**src/rtl/mer_arb.sv**
```systemverilog
// Two-input round-robin packet arbiter for the Mer merge unit.
// Each channel has a 2-entry buffer; heads and the select flag feed PktSel directly.
module mer_arb #(
  parameter int PKT_W = 64,
  parameter int DEPTH = 2
) (
  input  logic             clk_i_merarb,
  input  logic             rst_i_merarb,
  input  logic             req_pkta_i_merarb,
  input  logic [PKT_W-1:0] pkta_i_merarb,
  output logic             ack_pkta_o_merarb,
  input  logic             req_pktb_i_merarb,
  input  logic [PKT_W-1:0] pktb_i_merarb,
  output logic             ack_pktb_o_merarb,
  output logic [PKT_W-1:0] pkta_o_merarb,
  output logic [PKT_W-1:0] pktb_o_merarb,
  output logic             aeb_o_merarb,
  output logic             req_o_merarb,
  input  logic             ack_i_merarb
);

  localparam int CNT_W = $clog2(DEPTH + 1);
  localparam logic [CNT_W-1:0] FULL_CNT = CNT_W'(DEPTH);

  logic [PKT_W-1:0] mem_a_r [2];
  logic [PKT_W-1:0] mem_b_r [2];
  logic [CNT_W-1:0] cnt_a_r, cnt_b_r, cnt_a_nxt_s, cnt_b_nxt_s;
  logic             wr_a_r, rd_a_r, wr_b_r, rd_b_r;
  logic             ack_a_r, ack_b_r;
  logic             lock_r, lock_sel_r, last_r;
  logic             push_a_s, push_b_s, pop_s, pop_a_s, pop_b_s;
  logic             ne_a_s, ne_b_s, req_s, sel_s;

  assign push_a_s = req_pkta_i_merarb & ack_a_r;
  assign push_b_s = req_pktb_i_merarb & ack_b_r;
  assign ne_a_s   = (cnt_a_r != {CNT_W{1'b0}});
  assign ne_b_s   = (cnt_b_r != {CNT_W{1'b0}});
  assign req_s    = ne_a_s | ne_b_s;
  assign pop_s    = req_s & ack_i_merarb;
  assign pop_a_s  = pop_s & ~sel_s;
  assign pop_b_s  = pop_s & sel_s;

  // Select flag: a held decision wins, otherwise the non-empty channel, ties alternate.
  always_comb begin
    sel_s = 1'b0;
    if (lock_r) begin
      sel_s = lock_sel_r;
    end else if (ne_a_s && !ne_b_s) begin
      sel_s = 1'b0;
    end else if (!ne_a_s && ne_b_s) begin
      sel_s = 1'b1;
    end else if (ne_a_s && ne_b_s) begin
      sel_s = ~last_r;
    end else begin
      sel_s = 1'b0;
    end
  end

  // Next-state occupancy per channel; simultaneous push and pop leaves it unchanged.
  always_comb begin
    cnt_a_nxt_s = cnt_a_r;
    cnt_b_nxt_s = cnt_b_r;
    case ({push_a_s, pop_a_s})
      2'b10:   cnt_a_nxt_s = cnt_a_r + CNT_W'(1);
      2'b01:   cnt_a_nxt_s = cnt_a_r - CNT_W'(1);
      default: cnt_a_nxt_s = cnt_a_r;
    endcase
    case ({push_b_s, pop_b_s})
      2'b10:   cnt_b_nxt_s = cnt_b_r + CNT_W'(1);
      2'b01:   cnt_b_nxt_s = cnt_b_r - CNT_W'(1);
      default: cnt_b_nxt_s = cnt_b_r;
    endcase
  end

  // Control state: counts, pointers, input acks and the lock/round-robin bits.
  always_ff @(posedge clk_i_merarb) begin
    if (rst_i_merarb) begin
      cnt_a_r    <= {CNT_W{1'b0}};
      cnt_b_r    <= {CNT_W{1'b0}};
      wr_a_r     <= 1'b0;
      rd_a_r     <= 1'b0;
      wr_b_r     <= 1'b0;
      rd_b_r     <= 1'b0;
      ack_a_r    <= 1'b1;
      ack_b_r    <= 1'b1;
      lock_r     <= 1'b0;
      lock_sel_r <= 1'b0;
      last_r     <= 1'b1;
    end else begin
      cnt_a_r <= cnt_a_nxt_s;
      cnt_b_r <= cnt_b_nxt_s;
      ack_a_r <= (cnt_a_nxt_s < FULL_CNT);
      ack_b_r <= (cnt_b_nxt_s < FULL_CNT);
      if (push_a_s) wr_a_r <= ~wr_a_r;
      if (pop_a_s)  rd_a_r <= ~rd_a_r;
      if (push_b_s) wr_b_r <= ~wr_b_r;
      if (pop_b_s)  rd_b_r <= ~rd_b_r;
      if (pop_s) begin
        lock_r <= 1'b0;
        last_r <= sel_s;
      end else if (req_s) begin
        // Downstream stalled: freeze the choice until it is accepted.
        lock_r     <= 1'b1;
        lock_sel_r <= sel_s;
      end
    end
  end

  // Packet storage; no reset needed since pointers and counts define validity.
  always_ff @(posedge clk_i_merarb) begin
    if (push_a_s) mem_a_r[wr_a_r] <= pkta_i_merarb;
    if (push_b_s) mem_b_r[wr_b_r] <= pktb_i_merarb;
  end

  assign pkta_o_merarb     = mem_a_r[rd_a_r];
  assign pktb_o_merarb     = mem_b_r[rd_b_r];
  assign aeb_o_merarb      = sel_s;
  assign req_o_merarb      = req_s;
  assign ack_pkta_o_merarb = ack_a_r;
  assign ack_pktb_o_merarb = ack_b_r;

endmodule

```
**config.mk**
```make
export PLATFORM = sky130hd
export DESIGN_NAME = mer_arb
export DESIGN_NICKNAME = d
export VERILOG_FILES = /design/src/rtl/mer_arb.sv
export SDC_FILE = /design/constraint.sdc
export NUM_CORES = 1
export LEC_CHECK = 0
export ABC_AREA = 1
export CAP_MARGIN = 20
export CORE_ASPECT_RATIO = 1.1
export CORE_MARGIN = 3
export CORE_UTILIZATION = 50
export CTS_CLUSTER_SIZE = 12
export DETAILED_ROUTE_END_ITERATION = 16
export DONT_BUFFER_PORTS = 1
export PLACE_DENSITY = 0.68
export SLEW_MARGIN = 20
export SYNTH_ARGS = -nofsm -noshare
export SYNTH_HDL_FRONTEND = slang
export SYNTH_SLANG_ARGS = --single-unit
```
**constraint.sdc**
```tcl
create_clock -name clk_i_merarb -period 3.48 [get_ports clk_i_merarb]
set_input_delay 0.348 -clock clk_i_merarb [delete_from_list [all_inputs] [get_ports clk_i_merarb]]
set_output_delay 0.348 -clock clk_i_merarb [all_outputs]
set_load 0.005 [all_outputs]
```
==> summary.md <==
| Metric | Value |
|---|---|
| Worst Path Required | `roughly 3.1 ns` |
| Sequential area share after synthesis | `about four fifths` |
| Post-CTS setup buffer count | `0` |
| Sw frac | `about 25%` |
| Synth warn | `0` |
| Initial antenna violation count | `1` |
| # clock sinks | `between 200 and 300` |
| Actual slew at the worst max-slew pin | `~0.86 ns` |
| Area growth, synth to finish | `23.5%` |
| Via density | `5.34` |
| Port Buffer Count | `0` |
| End of the worst hold path | `wr_b_r` |
| FP Rows | `53` |
| Synth cell types | `23` |
| Global Route met1 Usage | `about 20%` |
| Max-Slew Margin vs Limit | `about 43%` |
| Hold Vio Cnt, Final | `0` |
| Syn_area_per_cell | `20.5 µm²` |
| Syn Nets | `617` |
| Num CTS Buffers | `27` |
| First-pass DRT Iterations | `4` |
| Cts hold-fix bufs | `129` |
| Area fraction of the dominant cell type after synthesis | `77.8%` |
| ANT nets after route | `0` |
| Die area | `between 0.02 and 0.025 mm²` |
| Status | `complete, no violations` |
| Worst Setup End Kind | `primary output` |
| Unrepaired setup endpoints after global routing | `no` |
| Hpwl dp | `approximately 12000 µm` |
| Worst Reg-to-Reg Cells | `13` |
| Number of H-tree levels | `1` |
| Commonest cells in the netlist | `256 x edfxtp_1, 128 x mux2_2, 17 x nor2_1` |
| Synth top area cells | `edfxtp_1 78%, mux2_2 15%, dfxtp_1 3.0%` |
| Pwr Density | `between 600 and 700 mW/mm²` |
| DRC Markers | `0` |
| Clock slew at reported path FFs | `roughly 0.060 ns` |
| Hold path startpoint | `req_pktb_i_merarb` |
| Root buf cell | `clkbuf_16` |
| Routability cong. | `~0.76` |
| Clock buffer depth | `3` |
| Setup_tns | `0 ns` |
| Share of power burned in registers | `~52%` |
| Fin nets | `~770` |
| Final wirelength | `between 15000 and 20000 µm` |
| Post-Syn Area | `~0.0099 mm²` |
| Setup Skew | `about 0.021 ns` |
| Initial Util | `between 50% and 60%` |
| Max_cap viols | `0` |
| Total grt overflow | `0` |
| Met3 global-route usage | `about 6.5%` |
| Reg2reg end | `ack_pktb_o_merarb` |
| Ports | `265` |
| WP data arrival | `2.13 ns` |
| Fin crit share | `a little under three quarters` |
| CTS tree | `done` |
| Vias in the first global route | `~5200` |
| Avg WL per Cell | `21.2 µm` |
| CP Class | `reg2out` |
| Share of synthesized flip-flops with an asynchronous set or reset | `0%` |
| Die height | `approximately 150 µm` |
| Largest area contributor in the netlist | `edfxtp_1` |
| Post-cts gate resize count | `0` |
| Clock power share | `29.5%` |
| Max IR drop VDD | `between 0.4 and 0.5 mV` |
| Worst-Skew Late Latency | `~0.52 ns` |
| Hold_ws | `just under 0.04 ns` |
| Total track usage | `between 15 and 20%` |
| Met2 Use GR | `between 20% and 30%` |
| Net switching power | `around 2100 µW` |
| Critical path peak fanout | `31` |
| Top_reg_cell synth | `edfxtp_1` |
| Worst hold path stage count | `2` |
| Layout cells sized above 1 | `28.3%` |
| Synth Register Bits | `about 270` |
| Crit start category | `flop` |
| R2R setup slack | `1.63 ns` |
| Largest regs | `mem_a_r: 128 flops, mem_b_r: 128 flops` |
| Final setup fails | `0` |
| Vias | `4756` |
| Pin count of the biggest net entering global routing | `between 60 and 70` |
| First DRT Iteration DRCs | `approximately 230` |
| Most numerous cell in the Yosys netlist | `edfxtp_1` |
| Mapped Cells | `between 400 and 500` |
| Combinational power share | `approximately 19%` |
| Pleak | `between 0.004 and 0.005 µW` |
| Gr busiest metal | `met2` |
| Minimum clock period after layout | `2.48 ns` |
| Fmax | `0.404 GHz` |
| First-pass GRT wire length | `29100 µm` |
| CORE AREA | `roughly 0.019 mm²` |
| Worst hold path type | `in2reg` |
| Final Max Tran Viols | `0` |
| Die X | `~140 µm` |
| EDFF count, synth | `roughly 260` |
| R2R Path Start | `cnt_b_r[0]` |
| Int Pwr | `about 6200 µW` |
[through the flow]
step	cells	cell area (µm²)	worst slack [ns]	utilization, %	total power, µW
global placement	723	10200	1.55	52.9	5750
CTS	890	12200	0.955	63.4	8370
global route	891	12200	0.853	63.4	8700
detailed placement	723	10200	1.51	52.9	5780
floorplan	482	9890	0.911	-	5470
finish	891	12200	1.00	63.4	8310
[how the worst max path moves through the flow]
stage / to / slack, ns
2_1_floorplan: mem_a_r[1][0] / 0.91
6_report: pkta_o_merarb[18] / 1.00
3_5_place_dp: pkta_o_merarb[0] / 1.51
4_1_cts: pkta_o_merarb[0] / 0.95
3_3_place_gp: pkta_o_merarb[0] / 1.55
5_1_grt: pkta_o_merarb[18] / 0.85
[power by group through the flow]
stage	clock network (µW)	logic (µW)	registers (µW)
floorplan	0	1190	4280
global placement	0	1380	4360
detailed placement	0	1390	4390
CTS	2500	1550	4330
global route	2660	1670	4380
finish	2450	1530	4320
[routing by layer]
layer	share of wire [%]	vias to the layer above	wire length, µm
met3	10	44	1910
met5	0	-	0
li1	-	2167	-
met1	37	2316	6990
met2	50	229	9490
met4	2.7	0	512
[placed cells by master, fill, tap and decap left out, drive strengths merged]
| cell type | netlist | layout |
|---|---|---|
| nor2 | 21 | 21 |
| edfxtp | 256 | 256 |
| o21ai | 6 | 6 |
| nand2 | 15 | 15 |
| diode | 0 | 1 |
| mux2 | 128 | 128 |
| nand3 | 1 | 1 |
| nand4 | 1 | 1 |
| dlygate4sd3 | 0 | 129 |
| ha | 2 | 2 |
| clkinv | 0 | 6 |
| xor2 | 1 | 1 |
| and3 | 1 | 1 |
| buf | 14 | 8 |
| inv | 11 | 12 |
| a21oi | 8 | 8 |
| dfxtp | 15 | 15 |
| clkbuf | 0 | 31 |
| nor3 | 2 | 2 |
[kinds of logic after synthesis]
family / after synthesis / share of synthesized area (%)
AO/OA/AOI/OAI: 14 / 0.747
XOR/XNOR: 1 / 0.0887
adder cells (fa/ha/maj): 2 / 0.253
buffers and inverters: 25 / 1.43
flip-flops: 271 / 80.9
multiplexers: 128 / 14.6
AND/OR/NAND/NOR: 41 / 2.01
[critical path: stages, from the launching register on]
cell and delay [ns]:
dfxtp_2 0.80, buf_4 0.40, mux2_2 0.39
[cell type report]
| type | instances | area (µm²) |
|---|---|---|
| antenna | 1 | 2.50 |
| clock buffer | 31 | 691 |
| clock inverter | 7 | 32.5 |
| fill | 1272 | 7040 |
| inverter | 11 | 41.3 |
| multi-input combinational | 186 | 1780 |
| sequential | 271 | 7990 |
| tap | 247 | 309 |
| timing repair buffer | 137 | 1350 |
Power figures use the tool's default switching activity.
